--- config.mk ---
export PLATFORM = sky130hd
export DESIGN_NAME = countdown_controller_flat
export DESIGN_NICKNAME = d
export VERILOG_FILES = /design/src/rtl/countdown_controller_if.sv /design/src/rtl/countdown_controller.sv /design/src/flat_wrapper.sv
export SDC_FILE = /design/constraint.sdc
export NUM_CORES = 1
export LEC_CHECK = 0
export ABC_AREA = 0
export CORE_MARGIN = 4
export CORE_UTILIZATION = 30
export DETAILED_ROUTE_END_ITERATION = 8
export GPL_ROUTABILITY_DRIVEN = 0
export PLACE_DENSITY = 0.5
export SLEW_MARGIN = 40
export SYNTH_ARGS = -nofsm -noshare
export SYNTH_HDL_FRONTEND = slang
export SYNTH_SLANG_ARGS = --single-unit
export TNS_END_PERCENT = 5
--- constraint.sdc ---
create_clock -name clock -period 3.9 [get_ports clock]
set_input_delay 0.78 -clock clock [delete_from_list [all_inputs] [get_ports clock]]
set_output_delay 0.78 -clock clock [all_outputs]
set_load 0.1 [all_outputs]
--- src/rtl/countdown_controller_if.sv ---
// ---------------------------------------------------------------------------
// countdown_controller_if
//   User-side bus of the MM:SS countdown controller. The debounced user
//   controls and the load digits come in; the BCD count and the status
//   flags go out to the seven-segment display driver.
//
//   master : user side (debouncers / display driver, or a testbench)
//   slave  : countdown_controller
//
//   loadValid                      one-cycle pulse, latch the load digits
//   loadMinTens..loadSecOnes [3:0] BCD digits to load
//   startStop                      one-cycle pulse, start/pause/resume/ack
//   clearReq                       one-cycle pulse, abort and zero the count
//   minTens..secOnes         [3:0] current count, BCD
//   running                        high while counting down
//   alarm                          high while the alarm is sounding
//   loadError                      one-cycle pulse, load rejected
// ---------------------------------------------------------------------------
interface countdown_controller_if;
  logic       loadValid;
  logic [3:0] loadMinTens;
  logic [3:0] loadMinOnes;
  logic [3:0] loadSecTens;
  logic [3:0] loadSecOnes;
  logic       startStop;
  logic       clearReq;

  logic [3:0] minTens;
  logic [3:0] minOnes;
  logic [3:0] secTens;
  logic [3:0] secOnes;
  logic       running;
  logic       alarm;
  logic       loadError;

  modport master (
    output loadValid, loadMinTens, loadMinOnes, loadSecTens, loadSecOnes,
    output startStop, clearReq,
    input  minTens, minOnes, secTens, secOnes, running, alarm, loadError
  );

  modport slave (
    input  loadValid, loadMinTens, loadMinOnes, loadSecTens, loadSecOnes,
    input  startStop, clearReq,
    output minTens, minOnes, secTens, secOnes, running, alarm, loadError
  );
endinterface

--- src/rtl/countdown_controller.sv ---
// ---------------------------------------------------------------------------
// countdown_controller
//   MM:SS countdown held as four BCD digits. Consumes the one-second marker
//   of the seconds Timer and drives that Timer's enable and clear inputs.
//   Supports load (range-checked), start/pause/resume, clear and a timed
//   alarm that sounds for ALARM_SECONDS seconds after the count expires.
//
//   Parameters
//     MAX_MINUTES    largest loadable minutes value
//     ALARM_SECONDS  seconds the alarm stays asserted after expiry (1..15)
//
//   Ports
//     clock         system clock
//     reset         asynchronous reset, active low
//     secondMarker  Timer terminal-count level, held until the Timer is cleared
//     timerEnable   to Timer isEnabled
//     timerClear    to Timer reset (active high, synchronous in the Timer)
//     bus           user-side bus (countdown_controller_if.slave)
//
//   Every output is registered: it changes on the clock edge after the
//   input that caused it.
// ---------------------------------------------------------------------------
module countdown_controller #(
  parameter int MAX_MINUTES   = 59,
  parameter int ALARM_SECONDS = 5
) (
  input  logic                 clock,
  input  logic                 reset,
  input  logic                 secondMarker,
  output logic                 timerEnable,
  output logic                 timerClear,
  countdown_controller_if.slave bus
);

  typedef enum logic [1:0] {
    IDLE    = 2'd0,
    RUNNING = 2'd1,
    PAUSED  = 2'd2,
    EXPIRED = 2'd3
  } stateT;

  stateT      state;
  logic [3:0] minTensQ;
  logic [3:0] minOnesQ;
  logic [3:0] secTensQ;
  logic [3:0] secOnesQ;
  logic       runningQ;
  logic       alarmQ;
  logic       loadErrorQ;
  logic       markerPrev;
  logic [3:0] alarmCount;

  // One-cycle tick on the rising edge of the marker. The Timer keeps the
  // marker high until it is cleared, so a held level must not tick again.
  logic tick;
  assign tick = secondMarker & ~markerPrev;

  logic countIsZero;
  assign countIsZero = (minTensQ == 4'd0) && (minOnesQ == 4'd0) &&
                       (secTensQ == 4'd0) && (secOnesQ == 4'd0);

  // -------------------------------------------------------------------------
  // Count minus one second, with the BCD borrow chain
  //   secOnes 0 -> 9 borrows from secTens, secTens 0 -> 5 borrows from
  //   minutes, minOnes 0 -> 9 borrows from minTens.
  // Only used while the count is non-zero, so minTens never underflows.
  // -------------------------------------------------------------------------
  logic [3:0] decMinTens;
  logic [3:0] decMinOnes;
  logic [3:0] decSecTens;
  logic [3:0] decSecOnes;
  logic       decIsZero;

  always_comb begin
    // NOTE: every variable gets a default first, so no path through the
    // block leaves one unassigned and no latch is inferred.
    decMinTens = minTensQ;
    decMinOnes = minOnesQ;
    decSecTens = secTensQ;
    decSecOnes = secOnesQ;
    if (secOnesQ != 4'd0) begin
      decSecOnes = secOnesQ - 4'd1;
    end else begin
      decSecOnes = 4'd9;
      if (secTensQ != 4'd0) begin
        decSecTens = secTensQ - 4'd1;
      end else begin
        decSecTens = 4'd5;
        if (minOnesQ != 4'd0) begin
          decMinOnes = minOnesQ - 4'd1;
        end else begin
          decMinOnes = 4'd9;
          decMinTens = minTensQ - 4'd1;
        end
      end
    end
    decIsZero = (decMinTens == 4'd0) && (decMinOnes == 4'd0) &&
                (decSecTens == 4'd0) && (decSecOnes == 4'd0);
  end

  // -------------------------------------------------------------------------
  // Load validation: every digit must be BCD, seconds tens at most 5, and
  // the minutes value no larger than MAX_MINUTES. The minutes value is
  // formed in 8 bits so that non-BCD digits cannot wrap into range.
  // -------------------------------------------------------------------------
  logic [7:0] loadMinutes;
  logic       loadOk;

  always_comb begin
    loadMinutes = 8'(bus.loadMinTens) * 8'd10 + 8'(bus.loadMinOnes);
    loadOk      = (bus.loadMinTens <= 4'd9) && (bus.loadMinOnes <= 4'd9) &&
                  (bus.loadSecTens <= 4'd5) && (bus.loadSecOnes <= 4'd9) &&
                  (int'(loadMinutes) <= MAX_MINUTES);
  end

  // -------------------------------------------------------------------------
  // Controller FSM with registered outputs.
  //   timerClear defaults to the tick so every marker rise re-arms the Timer
  //   in any state; starting from IDLE and clearing also pulse it, resuming
  //   from PAUSED does not, so the partial second is kept.
  // -------------------------------------------------------------------------
  always_ff @(posedge clock or negedge reset) begin
    if (!reset) begin
      state       <= IDLE;
      minTensQ    <= 4'd0;
      minOnesQ    <= 4'd0;
      secTensQ    <= 4'd0;
      secOnesQ    <= 4'd0;
      timerEnable <= 1'b0;
      timerClear  <= 1'b1;
      runningQ    <= 1'b0;
      alarmQ      <= 1'b0;
      loadErrorQ  <= 1'b0;
      markerPrev  <= 1'b0;
      alarmCount  <= 4'd0;
    end else begin
      // NOTE: non-blocking assignments throughout: every right-hand side
      // sees the pre-edge value, and later assignments in the block simply
      // override the defaults below.
      markerPrev <= secondMarker;
      timerClear <= tick;
      loadErrorQ <= 1'b0;

      if (bus.clearReq) begin
        state       <= IDLE;
        minTensQ    <= 4'd0;
        minOnesQ    <= 4'd0;
        secTensQ    <= 4'd0;
        secOnesQ    <= 4'd0;
        timerEnable <= 1'b0;
        timerClear  <= 1'b1;
        runningQ    <= 1'b0;
        alarmQ      <= 1'b0;
        alarmCount  <= 4'd0;
      end else begin
        unique case (state)
          IDLE: begin
            if (bus.startStop && !countIsZero) begin
              // Clear the Timer so the first second is a full one.
              state       <= RUNNING;
              timerEnable <= 1'b1;
              timerClear  <= 1'b1;
              runningQ    <= 1'b1;
            end else if (bus.loadValid) begin
              if (loadOk) begin
                minTensQ <= bus.loadMinTens;
                minOnesQ <= bus.loadMinOnes;
                secTensQ <= bus.loadSecTens;
                secOnesQ <= bus.loadSecOnes;
              end else begin
                loadErrorQ <= 1'b1;
              end
            end
          end

          RUNNING: begin
            if (tick) begin
              minTensQ <= decMinTens;
              minOnesQ <= decMinOnes;
              secTensQ <= decSecTens;
              secOnesQ <= decSecOnes;
            end
            // Expiry wins over a simultaneous pause request.
            if (tick && decIsZero) begin
              state      <= EXPIRED;
              alarmCount <= 4'(ALARM_SECONDS);
              alarmQ     <= 1'b1;
              runningQ   <= 1'b0;
            end else if (bus.startStop) begin
              state       <= PAUSED;
              timerEnable <= 1'b0;
              runningQ    <= 1'b0;
            end
          end

          PAUSED: begin
            if (bus.startStop) begin
              state       <= RUNNING;
              timerEnable <= 1'b1;
              runningQ    <= 1'b1;
            end
          end

          EXPIRED: begin
            // The Timer keeps running to time the alarm duration.
            if (bus.startStop || (tick && alarmCount <= 4'd1)) begin
              state       <= IDLE;
              alarmQ      <= 1'b0;
              timerEnable <= 1'b0;
              alarmCount  <= 4'd0;
            end else if (tick) begin
              alarmCount <= alarmCount - 4'd1;
            end
          end

          default: begin
            state <= IDLE;
          end
        endcase
      end
    end
  end

  assign bus.minTens   = minTensQ;
  assign bus.minOnes   = minOnesQ;
  assign bus.secTens   = secTensQ;
  assign bus.secOnes   = secOnesQ;
  assign bus.running   = runningQ;
  assign bus.alarm     = alarmQ;
  assign bus.loadError = loadErrorQ;

endmodule

--- src/flat_wrapper.sv ---
// flat-port wrapper written by rule: the top's interface ports become plain ports
module countdown_controller_flat 
#(
  parameter int MAX_MINUTES   = 59,
  parameter int ALARM_SECONDS = 5
)
  (clock, reset, secondMarker, timerEnable, timerClear, bus_loadValid, bus_loadMinTens, bus_loadMinOnes, bus_loadSecTens, bus_loadSecOnes, bus_startStop, bus_clearReq, bus_minTens, bus_minOnes, bus_secTens, bus_secOnes, bus_running, bus_alarm, bus_loadError);
  countdown_controller_if bus_i ();
  input  logic clock;
  input  logic reset;
  input  logic secondMarker;
  output logic timerEnable;
  output logic timerClear;
  input wire logic [$bits(bus_i.loadValid)-1:0] bus_loadValid;
  input wire logic [$bits(bus_i.loadMinTens)-1:0] bus_loadMinTens;
  input wire logic [$bits(bus_i.loadMinOnes)-1:0] bus_loadMinOnes;
  input wire logic [$bits(bus_i.loadSecTens)-1:0] bus_loadSecTens;
  input wire logic [$bits(bus_i.loadSecOnes)-1:0] bus_loadSecOnes;
  input wire logic [$bits(bus_i.startStop)-1:0] bus_startStop;
  input wire logic [$bits(bus_i.clearReq)-1:0] bus_clearReq;
  output wire logic [$bits(bus_i.minTens)-1:0] bus_minTens;
  output wire logic [$bits(bus_i.minOnes)-1:0] bus_minOnes;
  output wire logic [$bits(bus_i.secTens)-1:0] bus_secTens;
  output wire logic [$bits(bus_i.secOnes)-1:0] bus_secOnes;
  output wire logic [$bits(bus_i.running)-1:0] bus_running;
  output wire logic [$bits(bus_i.alarm)-1:0] bus_alarm;
  output wire logic [$bits(bus_i.loadError)-1:0] bus_loadError;
  assign bus_i.loadValid = bus_loadValid;
  assign bus_i.loadMinTens = bus_loadMinTens;
  assign bus_i.loadMinOnes = bus_loadMinOnes;
  assign bus_i.loadSecTens = bus_loadSecTens;
  assign bus_i.loadSecOnes = bus_loadSecOnes;
  assign bus_i.startStop = bus_startStop;
  assign bus_i.clearReq = bus_clearReq;
  assign bus_minTens = bus_i.minTens;
  assign bus_minOnes = bus_i.minOnes;
  assign bus_secTens = bus_i.secTens;
  assign bus_secOnes = bus_i.secOnes;
  assign bus_running = bus_i.running;
  assign bus_alarm = bus_i.alarm;
  assign bus_loadError = bus_i.loadError;
  countdown_controller #(.MAX_MINUTES(MAX_MINUTES), .ALARM_SECONDS(ALARM_SECONDS)) u_core (.clock(clock), .reset(reset), .secondMarker(secondMarker), .timerEnable(timerEnable), .timerClear(timerClear), .bus(bus_i));
endmodule
== Word-level counts from Yosys, hierarchy flattened ==
Cells that the tools add are included.
Operators by class
  add/sub/neg operators: 6
  multipliers: 1
  divide/modulo/power cells: 0
  magnitude comparators: 6
  equal/unequal tests: 15
  shift operators: 0
  mux-type cells: 66
  bitwise logic cells: 2
  reduce and logical (&&, ||, !) cells: 36
Operator list (count)
  $mux 4: 33
  $pmux 4 s2: 5
  $logic_not 4->1: 8
  $sub 4x1->4 const B: 5
  $mux 1: 18
  $reduce_bool 4->1: 4
  $ne 3x2->1 const B: 5
  $ne 3x3->1 const B: 5
  $logic_and 1x1->1: 13
  $le 4x4->1 const B: 3
  $mux 2: 6
  $reduce_and 5->1: 2
  $add 8x4->8: 1
  $le 8x6->1 const B: 1
  $pmux 2 s4: 1
  $reduce_and 4->1: 2
  $mul 4x3->7 const B: 1
  $reduce_and 3->1: 2
  $reduce_bool 3->1: 2
  $eq 2x2->1 const B: 2
  $le 4x1->1 const B: 1
  $le 4x3->1 const B: 1
  $ne 4x2->1 const B: 1
  $ne 4x3->1 const B: 1
  9 further kinds: 9
Word-level totals
  bits in registers: 28
  bits in latches: 0
  memory bits (writable): 0
  memory bits (read-only): 0
  word-level logic and storage cells: 144
  memories kept: 0

== Longest topological paths before layout ==
Gate-level depths: netlist of the first run.
  word-level depth: 12
  depth in mapped cells: 10
  gate-level depth less buffers: 9

== Least setup slack after synthesis of the first run ==
OpenSTA, ideal clock, no wires.
  path kind: input -> register
  start point: input port bus_loadMinTens[1]
  end point: register u_core.minOnesQ[1] (netlist: u_core.bus.minOnes[1])
  setup time: 0.127 ns
  arrival time: 3.241 ns
  path slack: 0.533 ns
  stages on the path: 9
  buffers on the path: 1
  path through: ha_1 > ha_1 > fa_1 > o211ai_1 > o21ba_2 > or4_1 > buf_2 > a21oi_4 > mux2_4
On the way
  cells in the longest elaborated chain, start to end: 7
  elaborated cells between the ends (all ways): 10
Ends and longest elaborated chain
  start: declaration: RTL line flat_wrapper.sv:15  | input wire logic [$bits(bus_i.loadMinTens)-1:0] bus_loadMinTens;
  parallel branches: the longest is 4 deep, another holds $add 8x4->8
  $logic_and 1x1->1 (*): RTL line countdown_controller.sv:112  | (bus.loadSecTens <= 4'd5) && (bus.loadSecOnes <= 4'd9) &&
  $ne 3x2->1 (no line) (*)
  $reduce_and 5->1 (no line) (*)
  end signal: assignment: RTL line countdown_controller.sv:167  | minOnesQ <= bus.loadMinOnes;
  end signal: assignment: RTL line countdown_controller.sv:179  | minOnesQ <= decMinOnes;
  end: declaration: RTL line countdown_controller.sv:44  | logic [3:0] minOnesQ;
Every way passes the cells marked *.
A chain may end at the register's enable or synchronous reset.

== Worst setup path after layout of the first run ==
  start point: input port bus_loadMinTens[1]
  end point: register u_core.secTensQ[1] (netlist: u_core.bus.secTens[1])
On the way
  cells in the longest elaborated chain, start to end: 7
  elaborated cells between the ends (all ways): 10
Ends and longest elaborated chain
  parallel branches: the longest is 4 deep, another holds $add 8x4->8
  $logic_and 1x1->1 (*): RTL line countdown_controller.sv:112
  $ne 3x2->1 (no line) (*)
  $reduce_and 5->1 (no line) (*)
  end signal: assignment: RTL line countdown_controller.sv:168  | secTensQ <= bus.loadSecTens;
  end signal: assignment: RTL line countdown_controller.sv:180  | secTensQ <= decSecTens;
  end: declaration: RTL line countdown_controller.sv:45  | logic [3:0] secTensQ;
Marks and branches as above.

==> results.yml, run 1 <==
run_status:
  outcome: "finished clean"
placed_design:
  placed_cell_area_mm2: 0.00294
  pre_cts_ws_ns: 0.0256
  placedCellCount: 424
  io_buffer_count: 42
  hpwlAfterDp_mm: 5.82
clock_network:
  post-cts-setup-buffers: 0
  clk_pin_slew_worst_paths_ns: 0.11
  cts_tree: "built"
  h-tree-depth: 1
  cts_buffer_depth: 2
  postCtsHoldBufs: 0
  cts_sinks: 28
  clk_root_buffer_cell: "clkbuf_8"
  clk-insertion-delay-late_ns: 0.28
  cts_buffers: 3
  cts_resized: 0
drt:
  drt-initial-drc-count: 115
  wl_per_cell_um: 17.9
  wl_mm: 7.65
  drt_pre_antenna_iters: 4
  vias_per_cell: 5.61
  vias: 2399
  antenna_left: 0
  drc: 0
hold_path:
  whs_path_depth: 1
  hp-start: "u_core.timerEnable"
  hp-class: "reg -> reg"
  worstHoldEndpoint: "u_core.timerEnable"
logic_synthesis:
  avgSynthCellArea_um2: 8.81
  ys_warn_count: 0
  netlist_instances: 272
  syn_area_mm2: 0.00240
  synth_edf_count: 0
  yosysTopAreaCell: "dfrtp_1"
  synth_top_area_frac: 0.282
  yosysSeqAreaShare: 0.293
  synth_flop_cell: "dfrtp_1"
  syn-num-nets: 312
  synth_cell_types: 59
  synth_seq_cells: 28
  netlist_top_cells_area: "dfrtp_1, ha_1, o211ai_1"
  synthArstFlopShare: 1.00
worst_setup_path:
  ff2ff_path_depth: 8
  required_ns: 4.08
  crit_path_max_fanout: 5
  path_buf_inv: 1
  critPathMaxStageDelay_ns: 0.55
  path_cells: "clkdlybuf4s50_1 > ha_1 > ha_1 > fa_1 > o211ai_1 > o21ba_2 > or4_1 > a21oi_4 > mux2_4"
  critical_path_arrival_ns: 3.74
  cp-start-kind: "input port"
  cp-end-kind: "register"
  rr_startpoint: "u_core.bus.minTens[0]"
  cpMostUsedCell: "ha_1"
  critPathTopFamily: "adder cells"
  cp_slowest_cell: "or4_1"
  critical_path_class: "in -> reg"
  reg2reg_to: "u_core.bus.secTens[1]"
  worst-r2r-setup-slack_ns: 0.81
grt:
  grt_pass1_vias: 2444
  grt_antenna_before_repair: 0
  grt_pass1_wl_mm: 12.8
  grt-ovfl-total: 0
  track_usage: 0.164
  grt_max_degree: 29
timing:
  setup_slack_ns: 0.340
  slew_viol_final: 0
  finalHoldViolations: 0
  setup_viol: 0
  max_freq_mhz: 281
  period_minus_slack_ns: 3.56
  tns_ns: 0
  relSlewSlack: 0.592
  min_period_over_period: 0.913
  tightest_slew_ns: 0.605
  grt_setup_unrepaired: "no"
  fin_skew_ns: 0.00622
  hold_ws_ns: 0.528
floorplanning:
  ios: 43
  coreArea_mm2: 0.00777
  die_w_um: 97.4
  die_y_um: 97.4
  die_area_mm2: 0.00948
  start_util: 0.309
  rows: 32
finish:
  syn2layout_area_growth_pct: 25.1
  nets: 367
  design_area_mm2: 0.00300
  multi_input_area_mm2: 0.00157
  drive_gt1_frac: 0.199
  nFillCells: 794
  seq_area_um2: 702
  final_cells: 428
  utilization: 0.386
  diodes: 0
pwr:
  powerDensity_mw_per_mm2: 724
  ir_drop_v: 0.000500
  cellLeakagePower_nw: 1.31
  power.total_mw: 2.17
run:
  cap_violations: 0
-- metal layers --
metal  up-vias  part of all wire  wire length [um]  track usage
li1       1156                 -                 -            -
met1      1133              0.44              3340        0.229
met2       102              0.48              3690        0.261
met3         8             0.069               526       0.0294
met4         0             0.012                93       0.0394
met5         -                 0                 0            0
-- report_power, final --
group	switching, mW	internal (mW)	leakage, nW
clock network	0.0997	0.0907	0.0288
logic	1.05	0.471	0.912
registers	0.0935	0.366	0.371
total	1.24	0.928	1.31
-- cell usage in the layout (no fill, tap or decap), types with 12 or more instances in the layout --
| master | Yosys | final |
|---|---|---|
| ha_1 | 16 | 16 |
| buf_2 | 3 | 21 |
| clkdlybuf4s50_1 | 0 | 21 |
| a21oi_1 | 13 | 13 |
| buf_4 | 0 | 21 |
| dfrtp_1 | 27 | 27 |
| nand2_1 | 12 | 12 |
| nor2_1 | 24 | 24 |
| inv_1 | 19 | 19 |
| o211ai_1 | 13 | 13 |
-- worst max-delay path by stage --
stage	to	start	slack, ns	cells past startpoint
after floorplan	u_core.bus.minOnes[1]	bus_loadMinTens[1]	0.53	9
after CTS	u_core.bus.secTens[1]	bus_loadMinTens[1]	0.34	9
after global placement	u_core.bus.secTens[1]	bus_loadMinTens[1]	0.07	9
final	u_core.bus.secTens[1]	bus_loadMinTens[1]	0.34	9
after global routing	u_core.bus.secTens[0]	bus_loadMinTens[1]	0.22	10
after detailed placement	u_core.bus.secTens[1]	bus_loadMinTens[1]	0.03	9
-- logic make-up after synthesis --
kind of cell / share of synthesized area
adders and majority gates: 0.100
and+or+nand+nor: 0.218
AOI/OAI and AO/OA: 0.271
xor gates and xnor gates: 0.0110
buffers and inverters: 0.0548
muxes: 0.0522
DFF: 0.293
-- synth_stat cells (2+ instances only) --
cell type / count
inv_1: 19
or3_1: 4
nand2b_1: 4
o31ai_1: 3
a221oi_1: 3
a21oi_1: 13
mux2_4: 3
dfrtp_1: 27
o211ai_1: 13
nor4_4: 2
a32oi_1: 2
o311ai_0: 3
nor3_1: 11
a31oi_1: 3
o21ai_0: 11
or4_1: 4
or4b_2: 2
clkbuf_1: 9
mux2i_1: 8
nor2b_1: 5
nor4_1: 7
o22ai_1: 7
a21o_1: 3
and2_1: 2
a211oi_1: 4
ha_1: 16
a211o_1: 2
o2111ai_1: 3
or2_2: 2
nand3_1: 5
nor2_1: 24
xnor2_1: 2
nand4_1: 4
fa_1: 2
buf_2: 3
o21a_1: 3
nand2_1: 12
-- area by class of cell --
type / instances / share of cell area
multi-input cells: 212 / 0.524
flip-flops and latches: 28 / 0.234
repair buffers: 63 / 0.158
well taps: 102 / 0.0426
inverters: 19 / 0.0238
clock buffers: 4 / 0.0184
-- flip-flops by register name (all words and copies together) (netlist names) --
signal,cells
u_core.timerClear,1
u_core.bus.minOnes,4
u_core.bus.secTens,4
u_core.bus.alarm,1
u_core.bus.secOnes,4
u_core.bus.running,1
u_core.alarmCount,4
u_core.markerPrev,1
u_core.state,2
u_core.bus.loadError,1
u_core.timerEnable,1
u_core.bus.minTens,4
-- worst register-to-register path: stages, from the launching register on --
cell	delay, ns
dfrtp_1	0.45
inv_1	0.13
ha_1	0.15
or4b_2	0.66
nor4_4	0.32
o211ai_2	0.16
or4_1	0.51
a21oi_4	0.27
mux2_4	0.33
(Power assumes the default switching activity.)
==> run 2, diff against run 1 <==
--- a/config.mk
+++ b/config.mk
@@ -8,6 +8,7 @@
 export ABC_AREA = 0
 export CORE_MARGIN = 4
 export CORE_UTILIZATION = 30
+export CTS_CLUSTER_SIZE = 40
 export DETAILED_ROUTE_END_ITERATION = 8
 export GPL_ROUTABILITY_DRIVEN = 0
 export PLACE_DENSITY = 0.5
==> results of run 2 <==
Final layout, timing and power as in run 1 (identical DEF).
==> variant 1 (config.mk and constraints of run 1) <==
Re-encode `stateT` (4 states) as one-hot, 4 bits wide.
--- a/src/rtl/countdown_controller.sv
+++ b/src/rtl/countdown_controller.sv
@@ -32,11 +32,11 @@
   countdown_controller_if.slave bus
 );
 
-  typedef enum logic [1:0] {
-    IDLE    = 2'd0,
-    RUNNING = 2'd1,
-    PAUSED  = 2'd2,
-    EXPIRED = 2'd3
+  typedef enum logic [3:0] {
+    IDLE    = 4'b0001,
+    RUNNING = 4'b0010,
+    PAUSED  = 4'b0100,
+    EXPIRED = 4'b1000
   } stateT;
 
   stateT      state;
Formal check against the unedited RTL: no difference found for any inputs over 4 cycles, from zero or initial values and one cycle with reset low; so few cycles prove little.
==> variant 1 against run 1 <==
- setup slack lost 85 ps
- final area shrank 3.9%
- sequential cell count grew 2
- critical endpoint unchanged
- synthesized area shrank 5.1%
- routed wire length shrank 13%
- synthesized cell count shrank 4.8%
- utilization grew 0.90 points
Power is not compared: it rests on default switching activity, and its combinational part moved more than twofold at a synthesized area within 25%.
==> variant 1: results <==
set metrics [dict create \
    status "finished, final reports clean" \
    clk_pin_slew_ps 70 \
    dr_wl_met3_um 366 \
    fin_worst_skew_ps 9.26 \
    worstPathArrival_ps 3810 \
    r2r_setup_slack_ps 1090 \
    crit_fanout 4 \
    drive_gt1_frac 0.205 \
    cts_buffers 5 \
    r2r_start "u_core.bus.secOnes[0]" \
    drt_iter0_drc 96 \
    grt_max_degree 31 \
    ys_seq_area_frac 0.331 \
    synth_fp_nets 294 \
    postPlaceCellArea_um2 2770 \
    antenna_found_initial 0 \
    dp_cells 404 \
    post-dp-hpwl_mm 4.96 \
    syn_avg_cell_area_um2 8.78 \
    dr_total_vias 2200 \
    wl_met2_mm 3.12 \
    cts_max_level 2 \
    viasPerCell 5.35 \
    grt_pass1_wl_mm 10.6 \
    routed_wl_mm 6.62 \
    ff2ff_path_depth 6 \
    grt_pass1_vias 2122 \
    ys_top_cells_by_count "dfrtp_1 (28), nor2_1 (22), o21ai_0 (22)" \
    tightest_slew_ps 765 \
    m1WireLength_mm 3.08 \
    track_usage 0.151 \
]
variant 1: cells by family (layout without fill, tap and decap cells):
group / count (synthesis) / count (layout) / share of synthesized area
xor+xnor: 2 / 2 / 0.00770
mux: 5 / 5 / 0.0270
fa+ha+maj: 13 / 13 / 0.0781
flops: 30 / 30 / 0.331
simple gates: 95 / 95 / 0.233
buf+inv: 30 / 83 / 0.0561
compound gates: 84 / 84 / 0.267
variant 1: report_power, final:
part / switching (W) / total, W / leakage (nW) / internal (W)
Combinational: 0.000433 / 0.000627 / 0.810 / 0.000194
Clock: 0.000123 / 0.000328 / 0.0573 / 0.000204
Sequential: 0.0000498 / 0.000406 / 0.397 / 0.000357
Total: 0.000606 / 0.00136 / 1.26 / 0.000755
variant 1: worst min-delay path by stage:
stage,slack (ps),end,from,depth (start not counted)
6_report,510,u_core.alarmCount[1],u_core.alarmCount[1],1
5_1_grt,530,u_core.alarmCount[1],u_core.alarmCount[1],1
4_1_cts,510,u_core.alarmCount[1],u_core.alarmCount[1],1
3_5_place_dp,490,u_core.alarmCount[1],u_core.alarmCount[1],1
3_3_place_gp,480,u_core.alarmCount[1],u_core.alarmCount[1],1
2_1_floorplan,470,u_core.alarmCount[1],u_core.alarmCount[1],1
variant 1: per-stage QoR:
step | setup TNS (ps) | setup slack (ps)
finish | 0 | 255
floorplan | 0 | 433
detailed placement | -97.1 | -43.1
global placement | 0 | 10.5
CTS | 0 | 241
global route | 0 | 144
variant 1: per-layer routing:
layer | track usage | vias to the layer above
met5 | 0 | -
met4 | 0.0445 | 0
met3 | 0.0300 | 7
met2 | 0.251 | 65
met1 | 0.198 | 1052
li1 | - | 1076
variant 1: worst max-delay path, stage by stage:
cell and delay [ps]:
clkdlybuf4s50_1 430, ha_1 310, ha_1 220, inv_1 70, fa_1 420, nor2b_1 170, nand3_1 90, or3_1 400
a31o_2 260, o211ai_2 300, mux2_2 370
variant 1: area by class of cell:
class | count | area (um2)
clock buffer | 6 | 82.6
tap | 99 | 124
sequential | 30 | 753
fill | 791 | 4410
timing repair buffer | 55 | 413
multi-input combinational | 199 | 1400
clock inverter | 1 | 30.0
inverter | 21 | 78.8
==> variant 2 (config.mk and constraints of run 1) <==
Without the edit above. `MAX_MINUTES` is set to 59 in 2 places; all go to 32.
--- a/src/rtl/countdown_controller.sv
+++ b/src/rtl/countdown_controller.sv
@@ -21,7 +21,7 @@
 //   input that caused it.
 // ---------------------------------------------------------------------------
 module countdown_controller #(
-  parameter int MAX_MINUTES   = 59,
+  parameter int MAX_MINUTES   = 32,
   parameter int ALARM_SECONDS = 5
 ) (
   input  logic                 clock,
--- a/src/flat_wrapper.sv
+++ b/src/flat_wrapper.sv
@@ -1,7 +1,7 @@
 // flat-port wrapper written by rule: the top's interface ports become plain ports
 module countdown_controller_flat 
 #(
-  parameter int MAX_MINUTES   = 59,
+  parameter int MAX_MINUTES   = 32,
   parameter int ALARM_SECONDS = 5
 )
   (clock, reset, secondMarker, timerEnable, timerClear, bus_loadValid, bus_loadMinTens, bus_loadMinOnes, bus_loadSecTens, bus_loadSecOnes, bus_startStop, bus_clearReq, bus_minTens, bus_minOnes, bus_secTens, bus_secOnes, bus_running, bus_alarm, bus_loadError);
Behaviour: not the same (Yosys sat finds a counterexample within 4 cycles, from zero or initial values and one cycle with reset low).
==> variant 2 against run 1 <==
- non-clock buffer count rose by 4
- synthesized area decreased by 1.5%
- maximum frequency shrank 4.1%
- highest routed layer unchanged
- setup slack got worse by 150 ps
- first-iteration DRC count shrank 21%
- combinational power up 5%
- synthesized cell count increased by 4.0%
- final area grew 0.38%
- largest power group unchanged
- sequential cell count is the same
- power grew 7.5%
- routed wire length fell by 8.7%
==> variant 2: results <==
set metrics [dict create \
    drive_gt1_frac 0.175 \
    ys_top_cells_by_count "nor2_1 (36), dfrtp_1 (27), a21oi_1 (24)" \
    dp_cells 440 \
    tightest_slew_ps 603 \
    hold_slack_ps 513 \
    viasPerCell 5.16 \
    nMultiInputCombCells 228 \
    pg_comb_w 0.00159 \
    bufAreaShareNonClock 0.171 \
    nFillCells 820 \
    synth_xor_area_frac 0.0111 \
    crit_fanout 14 \
    postPlaceCellArea_um2 2950 \
    nNetsFinal 383 \
    fin_worst_skew_ps 9.44 \
    ys_seq_area_frac 0.297 \
    pwr-share-seq 0.235 \
    synth_cell_types 60 \
    p_leak_nw 1.30 \
    track_usage 0.147 \
    clkCellAreaFrac 0.0183 \
    synth_adder_area_share 0.102 \
    status "finished, final reports clean" \
    worstPathArrival_ps 3900 \
    cp_slowest_stage_delay_ps 520 \
    multiInputGateArea_um2 1550 \
    rr_endpoint "u_core.alarmCount[1]" \
    endpoint "u_core.bus.secOnes[1]" \
]
==> variant 2: critical path, delay by kind of cell <==
kind                     cells  cell delay [ps]
AO/OA/AOI/OAI                4              910
adder cells (fa/ha/maj)      3              980
buffers and inverters        3              790
multiplexers                 1              140
AND/OR/NAND/NOR              2              290
==> variant 2: cell families after synthesis <==
kind of cell | Yosys count
simple gates | 112
compound gates | 87
buf+inv | 27
fa+ha+maj | 18
flops | 28
mux | 8
xor+xnor | 3
==> variant 2: repair_timing <==
action / 4_1_cts / 5_1_grt
endpoints found under the setup margin: 0 / 1
endpoints found under the hold margin: 0 / 0
resized for setup: 0 / 1
==> variant 2: metal layers <==
| layer | GRT usage | vias to the layer above | wire length [um] | share of wire |
|---|---|---|---|---|
| met5 | 0 | - | 0 | 0 |
| met4 | 0.0130 | 0 | 19 | 0.0027 |
| met3 | 0.0267 | 2 | 267 | 0.038 |
| met2 | 0.245 | 42 | 3260 | 0.47 |
| met1 | 0.206 | 1067 | 3430 | 0.49 |
| li1 | - | 1178 | - | - |
